$ cat config.mk
export PLATFORM = sky130hd
export DESIGN_NAME = pipe_stage_reg
export DESIGN_NICKNAME = d
export VERILOG_FILES = /design/src/rtl/pipe_stage_reg.sv
export SDC_FILE = /design/constraint.sdc
export NUM_CORES = 1
export LEC_CHECK = 0
export ABC_AREA = 1
export CAP_MARGIN = 20
export CORE_AREA = 5 5 149 151
export CTS_CLUSTER_SIZE = 28
export DETAILED_ROUTE_END_ITERATION = 10
export DIE_AREA = 0 0 154 156
export PLACE_DENSITY_LB_ADDON = 0.25
export SLEW_MARGIN = 10
export SYNTH_ARGS = -nofsm -noshare
export SYNTH_HDL_FRONTEND = slang
export SYNTH_SLANG_ARGS = --single-unit
$ cat constraint.sdc
create_clock -name clk -period 1.3 [get_ports clk]
set_clock_uncertainty 0.15 [all_clocks]
set_input_delay 0.26 -clock clk [delete_from_list [all_inputs] [get_ports clk]]
set_output_delay 0.26 -clock clk [all_outputs]
set_load 0.005 [all_outputs]
$ cat src/rtl/pipe_stage_reg.sv
// Pipeline stage register with CTRL stall/flush handling and multi-cycle carry return.
// Optional perf counters are enabled by defining PIPE_STAGE_PERF_CNT_EN.
module pipe_stage_reg #(
  parameter int PAYLOAD_W = 110,
  parameter int CARRY_W   = 66,
  parameter int STALL_W   = 6,
  parameter int STAGE     = 3,
  parameter int CNT_W     = 16
) (
  input  logic                 clk,
  input  logic                 rst,
  input  logic [STALL_W-1:0]   stall,
  input  logic                 flush,
  input  logic                 in_valid,
  input  logic [PAYLOAD_W-1:0] in_payload,
  input  logic [CARRY_W-1:0]   carry_i,
  output logic                 out_valid,
  output logic [PAYLOAD_W-1:0] out_payload,
  output logic [CARRY_W-1:0]   carry_o,
  output logic [1:0]           state_o,
  output logic [CNT_W-1:0]     bubble_cnt,
  output logic [CNT_W-1:0]     hold_cnt
);

  typedef enum logic [1:0] {
    EMPTY = 2'b00,
    VALID = 2'b01,
    HOLD  = 2'b10
  } state_t;

  typedef enum logic [1:0] {
    OP_FLUSH,
    OP_BUBBLE,
    OP_ADVANCE,
    OP_HOLD
  } op_t;

  if (STAGE + 1 >= STALL_W) begin : g_bad_stage
    $error("pipe_stage_reg: STAGE+1 must be below STALL_W");
  end

  state_t                 state_q, state_d;
  logic [PAYLOAD_W-1:0]   payload_q, payload_d;
  logic [CARRY_W-1:0]     carry_q, carry_d;
  op_t                    op;
  logic                   stall_cur, stall_nxt;

  assign stall_cur = stall[STAGE];
  assign stall_nxt = stall[STAGE+1];

  // Resolve the stage action once; flush outranks every stall combination.
  always_comb begin
    if (flush)                       op = OP_FLUSH;
    else if (stall_cur && !stall_nxt) op = OP_BUBBLE;
    else if (!stall_cur)             op = OP_ADVANCE;
    else                             op = OP_HOLD;
  end

  // NOTE: every output of this block gets a default first, so no path can infer a latch.
  always_comb begin
    state_d   = state_q;
    payload_d = payload_q;
    carry_d   = carry_q;
    unique case (op)
      OP_FLUSH: begin
        state_d   = EMPTY;
        payload_d = '0;
        carry_d   = '0;
      end
      OP_BUBBLE: begin
        state_d   = EMPTY;
        payload_d = '0;
        carry_d   = carry_i;
      end
      OP_ADVANCE: begin
        state_d   = in_valid ? VALID : EMPTY;
        payload_d = in_valid ? in_payload : '0;
        carry_d   = '0;
      end
      OP_HOLD: begin
        state_d = (state_q != EMPTY) ? HOLD : EMPTY;
        carry_d = carry_i;
      end
      default: ;
    endcase
  end

  // NOTE: the payload bank is reset too, because a squashed stage must read back as all zeros.
  always_ff @(posedge clk) begin
    if (rst) begin
      state_q   <= EMPTY;
      payload_q <= '0;
      carry_q   <= '0;
    end else begin
      // NOTE: non-blocking assignments keep all flops updating from the same pre-edge values.
      state_q   <= state_d;
      payload_q <= payload_d;
      carry_q   <= carry_d;
    end
  end

  // Valid is implied by occupancy, so it can never disagree with the payload.
  assign out_valid   = (state_q != EMPTY);
  assign out_payload = payload_q;
  assign carry_o     = carry_q;
  assign state_o     = state_q;

`ifdef PIPE_STAGE_PERF_CNT_EN
  logic [CNT_W-1:0] bubble_q, hold_q;

  always_ff @(posedge clk) begin
    if (rst) begin
      bubble_q <= '0;
      hold_q   <= '0;
    end else begin
      if (op == OP_BUBBLE && bubble_q != '1) bubble_q <= bubble_q + 1'b1;
      if (op == OP_HOLD && hold_q != '1)     hold_q   <= hold_q + 1'b1;
    end
  end

  assign bubble_cnt = bubble_q;
  assign hold_cnt   = hold_q;
`else
  assign bubble_cnt = '0;
  assign hold_cnt   = '0;
`endif

  always_ff @(posedge clk) begin
    if (!rst) begin
      assert (out_valid || out_payload == '0)
        else $error("pipe_stage_reg: invalid slot carries a payload");
      assert (state_q != 2'b11)
        else $error("pipe_stage_reg: illegal state encoding");
    end
  end

endmodule
==> results of run 1 <==
-- metrics by stage --
step | instances | cell area (sq um) | power [W] | setup slack, ps
after floorplan | 1003 | 7150 | 0.00626 | 192
after global placement | 1593 | 11300 | 0.00733 | -441
after detailed placement | 1593 | 11300 | 0.00733 | -445
after CTS | 1626 | 11500 | 0.0123 | -229
after global routing | 1642 | 12100 | 0.0128 | -239
final | 1642 | 12100 | 0.0123 | -204
-- layer usage --
metal	GRT usage, %	part of all wire (%)	vias to the layer above
li1	-	-	3630
met1	23.4	41	3166
met2	32.6	49	272
met3	4.91	7.0	36
met4	6.27	2.1	2
met5	0	0.051	-
-- area by class of cell --
cell class                 count  area [sq um]
fill                        1907          8600
timing repair buffer         431          4420
sequential                   178          3710
multi-input combinational    547          2360
inverter                     179           673
clock buffer                  17           425
tap                          275           344
clock inverter                15           146
-- worst min-delay path by stage --
stage | from | end | slack, ps | depth (start not counted)
finish | rst | state_o[0] | 40 | 3
global placement | out_payload[25] | out_payload[25] | 370 | 4
CTS | stall[4] | out_payload[5] | 90 | 5
floorplan | rst | state_o[0] | 180 | 1
detailed placement | out_payload[61] | out_payload[61] | 380 | 4
global route | rst | state_o[0] | 20 | 3
-- timing repair --
| item | 4_1_cts | 5_1_grt |
|---|---|---|
| pin swaps | 0 | 3 |
| buffers inserted | 1 | 4 |
| endpoints found under the setup margin | 179 | 224 |
| gates resized for setup | 884 | 58 |
| gates cloned | 0 | 12 |
-- layout by cell type, fill, tap and decap left out, types with 2 or more instances in the layout --
master	n
buf_12	28
buf_2	78
buf_4	29
buf_6	105
clkbuf_16	27
clkdlybuf4s50_1	176
clkinv_2	3
clkinv_4	3
clkinv_8	2
clkinvlp_4	2
conb_1	32
dfxtp_1	59
dfxtp_2	119
dlymetal6s2s_1	4
inv_1	177
inv_6	2
inv_8	4
nand2_1	221
nand3_1	220
nor2_1	68
nor2_4	3
-- cell families after synthesis --
| kind of cell | after synthesis |
|---|---|
| AND/OR/NAND/NOR | 514 |
| flip-flops | 178 |
| buffers and inverters | 278 |
| AO/OA/AOI/OAI | 1 |
| other | 1 |
-- sequential cells by signal (all words and copies together), names as in the netlist --
name,flops
carry_o,66
state_o,2
out_payload,110
-- critical path: stages (launching register included) --
cell and delay (ps):
dfxtp_2 320, or2_4 240, buf_6 120
-- power by group through the flow --
stage / sequential [W] / clock [W] / combinational [W]
6_report: 0.00563 / 0.00501 / 0.00166
5_1_grt: 0.00564 / 0.00535 / 0.00178
4_1_cts: 0.00562 / 0.00513 / 0.00152
3_5_place_dp: 0.00574 / 0 / 0.00159
3_3_place_gp: 0.00574 / 0 / 0.00159
2_1_floorplan: 0.00575 / 0 / 0.000505
==> summary.log, run 1 <==
qor: outcome.run_status finished with violations
qor: outcome.violations setup timing
qor: placed_design.dpl_wire_length 18,100 microns
qor: sta.min_period_over_period 116%
qor: setup_path.crit-reg2reg-capture state_o[1]
qor: global_routing.grt_pass1_vias 6,726
qor: sta.period_needed 1500 ps
qor: global_routing.grt_overflow 0
qor: synth.synth-seq-area-share 50.6%
qor: pwr.clkPwrFrac 40.7%
qor: placed_design.port_buffers 360
qor: detailed_routing.routed_wirelength 25,500 microns
qor: floorplan.num_io_pins 397
qor: pwr.net-switching-power 0.00320 W
qor: global_routing.grt_first_pass_wirelength 36,500 microns
qor: clock_tree.post_cts_hold_buffer_count 0
qor: clock_tree.clock_tree.buffer_depth 2
qor: setup_path.crit-reg2reg-launch state_o[1]
qor: clock_tree.clock_tree_root_driver_cell clkbuf_16
qor: sta.slew_violations 0
qor: synth.yosys_warnings 0
qor: setup_path.crit_end out_valid
qor: synth.postSynthAreaPerCell 7.24 sq um
qor: sta.setup_slack -204 ps
qor: synth.cell_area_synth 7040 sq um
qor: detailed_routing.wl_per_cell 15.5 microns
qor: run.max-cap-violations 0
qor: synth.dominant_cells_by_area_after_synthesis dfxtp_1 (51%), nand3_1 (16%), nand2_1 (12%), inv_1 (9.5%), buf_4 (4.4%)
qor: min_path.min-delay-path-class input pin to register
qor: final_layout.area_growth 71.7%
qor: setup_path.sort_of_element_at_the_start_of_the_critical_path register
qor: setup_path.critPathCaptureType primary output
qor: synth.ys_ff_latch 178
qor: global_routing.grt_max_degree 68
qor: floorplan.floorplan.initialDensity 34.0%
qor: detailed_routing.drt_pass1_iterations 7
qor: synth.synth-edff-count 0
qor: placed_design.finalWeightedCongestion 0.868
qor: synth.netlist_top_cells_count nand2_1 (222), nand3_1 (220), dfxtp_1 (178), inv_1 (178), nor2_1 (70)
qor: sta.report.final.hold_viol_count 0
qor: pwr.combPwrFrac 13.5%
qor: synth.synth-adder-area-share 0%
qor: synth.synth-main-ff-cell dfxtp_1
qor: floorplan.design.core.area 20,700 sq um
qor: pwr.power.sequential.fraction 45.8%
qor: global_routing.grt_antenna_before_repair 1
qor: synth.yosysTopAreaCellShare 50.6%
qor: final_layout.utilization 58.4%
qor: detailed_routing.routed-via-count 7,106
qor: clock_tree.number_of_sinks_driven_by_the_clock_tree 178
qor: synth.synth-compound-area-share 0.0711%
qor: synth.synthesis.instances 972
qor: pwr.static_leakage 6.79 nW
qor: synth.post-synth-top-count-cell nand2_1
qor: final_layout.number_of_diodes 0
qor: synth.synth.largest_area_cell dfxtp_1
qor: detailed_routing.drtIter0Drc 334
qor: setup_path.setup.worst_path.class register to primary output
qor: floorplan.rows 53
qor: clock_tree.insertion_delay 420 ps
qor: sta.fmaxAchievable 0.665 GHz
qor: setup_path.critPathArrivalTime 1090 ps
qor: setup_path.rrSetupSlack 280 ps
qor: synth.yosys.area_share.xor_xnor 0%
qor: sta.final.hold.worst_slack 37.6 ps
qor: final_layout.drive_above_1_share 29.9%
qor: synth.yosys.area_share.simple 31.4%
qor: sta.fin_tns_setup -575 ps
qor: synth.combinational_family_with_the_most_area_after_synthesis simple AND/OR/NAND/NOR gates
qor: synth.synthArstFlopShare 0%
qor: global_routing.track_usage 19.0%
qor: clock_tree.cts.clk_slew.worst_paths 70 ps
qor: setup_path.setup.worst_path.start state_o[1]
qor: floorplan.die_h 156 microns
qor: pwr.internal_power 0.00911 W
qor: setup_path.worstRegToRegCells 4
qor: synth.synthMuxAreaShare 0%
qor: synth.synth.distinct_cells 13
qor: detailed_routing.remaining_routing_drc_violations 0
qor: final_layout.design.final.nets 1,540
qor: detailed_routing.postRouteAntennaNets 0
qor: sta.grt_setup_unrepaired yes
qor: sta.final-setup-viol-count 3
qor: clock_tree.tritoncts built
qor: clock_tree.total_number_of_h_tree_levels 4
qor: setup_path.cp.required 890 ps
qor: clock_tree.tritoncts.num_buffers 17
qor: setup_path.timing.critical_path.fanout_max 2
qor: pwr.power.ir.vdd_worst 0.829 mV
qor: floorplan.dieArea 24,000 sq um
qor: pwr.power.switching_fraction 26.0%
qor: detailed_routing.vias_per_cell 4.33
qor: floorplan.fp.dieW 154 microns
qor: pwr.p_per_area 1020 nW/um^2
Power figures use the tool's default switching activity.
==> inputs of run 2 (changes only) <==
- SKIP_CTS_REPAIR_TIMING: unset -> 1
==> run 2 against run 1 <==
Effect of this change:
- cell count hardly changed
- critical endpoint unchanged
- setup slack better by 3.2 ps
- worst hold slack better by 3.5 ps
- the flow still finishes with violations (setup timing)
==> summary.log, run 2 (same netlist as run 1, synthesis figures left out) <==
qor: sta.report.final.hold_viol_count 0 [unchanged]
qor: global_routing.track_usage 18.7% [-0.29 points]
qor: setup_path.rrSetupSlack 380 ps [+100 ps]
qor: sta.setup_slack -201 ps [+3.24 ps]
qor: placed_design.dp.cells 1,593 [unchanged]
qor: clock_tree.clock_tree.buffer_depth 2 [unchanged]
qor: floorplan.die_h 156 microns [unchanged]
qor: clock_tree.insertion_delay 420 ps [about the same]
qor: setup_path.highest_delay_cell_along_the_critical_path dfxtp_2
qor: setup_path.largest_delay_share_family_worst_path flip-flops
qor: placed_design.finalWeightedCongestion 0.868 [unchanged]
qor: final_layout.most-common-layout-cells nand2_1 (221), nand3_1 (220), inv_1 (177)
qor: sta.fmaxAchievable 0.666 GHz [+0.22%]
qor: final_layout.register_area 3730 sq um [+0.44%]
qor: outcome.run_status finished with violations
qor: sta.grt_setup_unrepaired yes
qor: detailed_routing.routed-via-count 7,163 [+0.80%]
qor: floorplan.floorplan.initialDensity 34.0% [unchanged]
qor: setup_path.setup.worst_path.class register to primary output
qor: final_layout.layout_commonest_cell nand2_1
qor: detailed_routing.postRouteAntennaNets 0 [unchanged]
qor: detailed_routing.wl_per_cell 15.5 microns [+0.14%]
qor: clock_tree.number_of_sinks_driven_by_the_clock_tree 178 [unchanged]
qor: detailed_routing.drtIter0Drc 337 [+0.90%]
qor: floorplan.rows 53 [unchanged]
qor: final_layout.design.final.nets 1,539 [-0.065%]
qor: outcome.violations setup timing
qor: sta.slew_violations 0 [unchanged]
qor: final_layout.utilization 58.2% [-0.26 points]
qor: detailed_routing.drt_pass1_iterations 5 [-2]
qor: detailed_routing.remaining_routing_drc_violations 0 [unchanged]
qor: final_layout.nFillCells 1,918 [+0.58%]
qor: final_layout.flip_flop_count_of_the_largest_register_after_layout 110 [unchanged]
qor: clock_tree.total_number_of_h_tree_levels 4 [unchanged]
qor: global_routing.grt_max_degree 68 [unchanged]
qor: final_layout.multi_input_area 2360 sq um [+0.11%]
qor: detailed_routing.routed_wirelength 25,500 microns [about the same]
qor: setup_path.critPathArrivalTime 1090 ps [about the same]
qor: floorplan.dieArea 24,000 sq um [unchanged]
qor: setup_path.cp.required 890 ps [about the same]
qor: placed_design.port_buffers 360 [unchanged]
qor: floorplan.num_io_pins 397 [unchanged]
qor: final_layout.finished_layout_cells 1,641 [-0.061%]
qor: placed_design.placed_cell_area 11,300 sq um [unchanged]
qor: floorplan.design.core.area 20,700 sq um [unchanged]
qor: setup_path.critPathCaptureType primary output
qor: setup_path.cp_slowest_stage_delay 320 ps [about the same]
qor: floorplan.fp.dieW 154 microns [unchanged]
qor: sta.min_period_over_period 115% [-0.25 points]
qor: final_layout.area_growth 71.0%
qor: final_layout.number_of_diodes 0 [unchanged]
qor: pwr.static_leakage 6.74 nW [-0.70%]
qor: final_layout.drive_above_1_share 30.8% [+0.90 points]
qor: setup_path.timing.critical_path.fanout_max 2 [unchanged]
qor: global_routing.grt_first_pass_wirelength 35,900 microns [-1.6%]
qor: clock_tree.tritoncts built
qor: global_routing.grt_overflow 0 [unchanged]
qor: sta.final-setup-viol-count 3 [unchanged]
qor: setup_path.sort_of_element_at_the_start_of_the_critical_path register
qor: clock_tree.tritoncts.num_buffers 17 [unchanged]
qor: placed_design.dpl_wire_length 18,100 microns [unchanged]
qor: run.max-cap-violations 0 [unchanged]
qor: sta.period_needed 1500 ps [-3.24 ps]
qor: pwr.power.ir.vdd_worst 0.820 mV [-1.1%]
qor: min_path.min-delay-path-class input pin to register
qor: detailed_routing.vias_per_cell 4.37 [+0.86%]
qor: setup_path.cp.buffers_inverters 1 [unchanged]
qor: clock_tree.cts.clk_slew.worst_paths 70 ps [about the same]
qor: final_layout.postLayoutCellArea 12,000 sq um [-0.45%]
qor: pwr.p_per_area 1020 nW/um^2 [+0.48%]
qor: global_routing.grt_antenna_before_repair 1 [unchanged]
qor: clock_tree.clock_tree_root_driver_cell clkbuf_16
qor: global_routing.grt_pass1_vias 6,701 [-0.37%]
qor: setup_path.crit_path_cell_trace or2_4, buf_6
==> run 2: changes by cell type in the layout (fill, tap and decap cells not counted), sizes merged <==
cell / previous run / this run
buf: 240 / 170
clkbuf: 27 / 96
clkdlybuf4s15: 1 / 0
dlymetal6s2s: 4 / 5
==> run 2: path summary, 6_finish.rpt <==
check	cells past startpoint	start	to
min	3	rst	state_o[0]
max	2	state_o[1]	out_valid
min reg2reg	4	out_payload[45]	out_payload[45]
max reg2reg	5	out_payload[80]	out_payload[80]
==> run 2: worst reg2reg max path: cells and delay by family, from the launching register on <==
family	cells	cell delay (ps)
flops	1	330
simple gates	3	180
buf+inv	2	160
==> run 2: final cells by class <==
type | instances | share of cell area, %
inverters | 179 | 5.59
flip-flops and latches | 178 | 31.0
repair buffers | 430 | 36.2
clock buffers | 17 | 3.54
multi-input cells | 547 | 19.6
clock inverters | 15 | 1.22
well taps | 275 | 2.86
==> run 2: report_power, final <==
| part | internal [W] | total (W) | switching [W] | leakage (nW) |
|---|---|---|---|---|
| Clock | 0.00255 | 0.00502 | 0.00247 | 0.277 |
| Combinational | 0.000982 | 0.00166 | 0.000678 | 4.96 |
| Sequential | 0.00558 | 0.00564 | 0.0000550 | 1.51 |
==> run 2: per-stage QoR <==
stage	TNS (ps)	hold WS, ps	total power [W]	setup slack, ps
5_1_grt	-1370	20.2	0.0128	-241
3_3_place_gp	-71020	368	0.00733	-441
4_1_cts	-72190	96.6	0.0123	-637
6_report	-415	41.1	0.0123	-201
2_1_floorplan	0	182	0.00626	192
3_5_place_dp	-72610	376	0.00733	-445
==> run 2: layer usage <==
metal | vias up | routed length, microns | GRT usage [%]
li1 | 3630 | - | -
met3 | 39 | 1550 | 4.85
met2 | 268 | 12500 | 32.2
met1 | 3224 | 10800 | 22.8
met4 | 2 | 635 | 6.48
met5 | - | 13 | 0
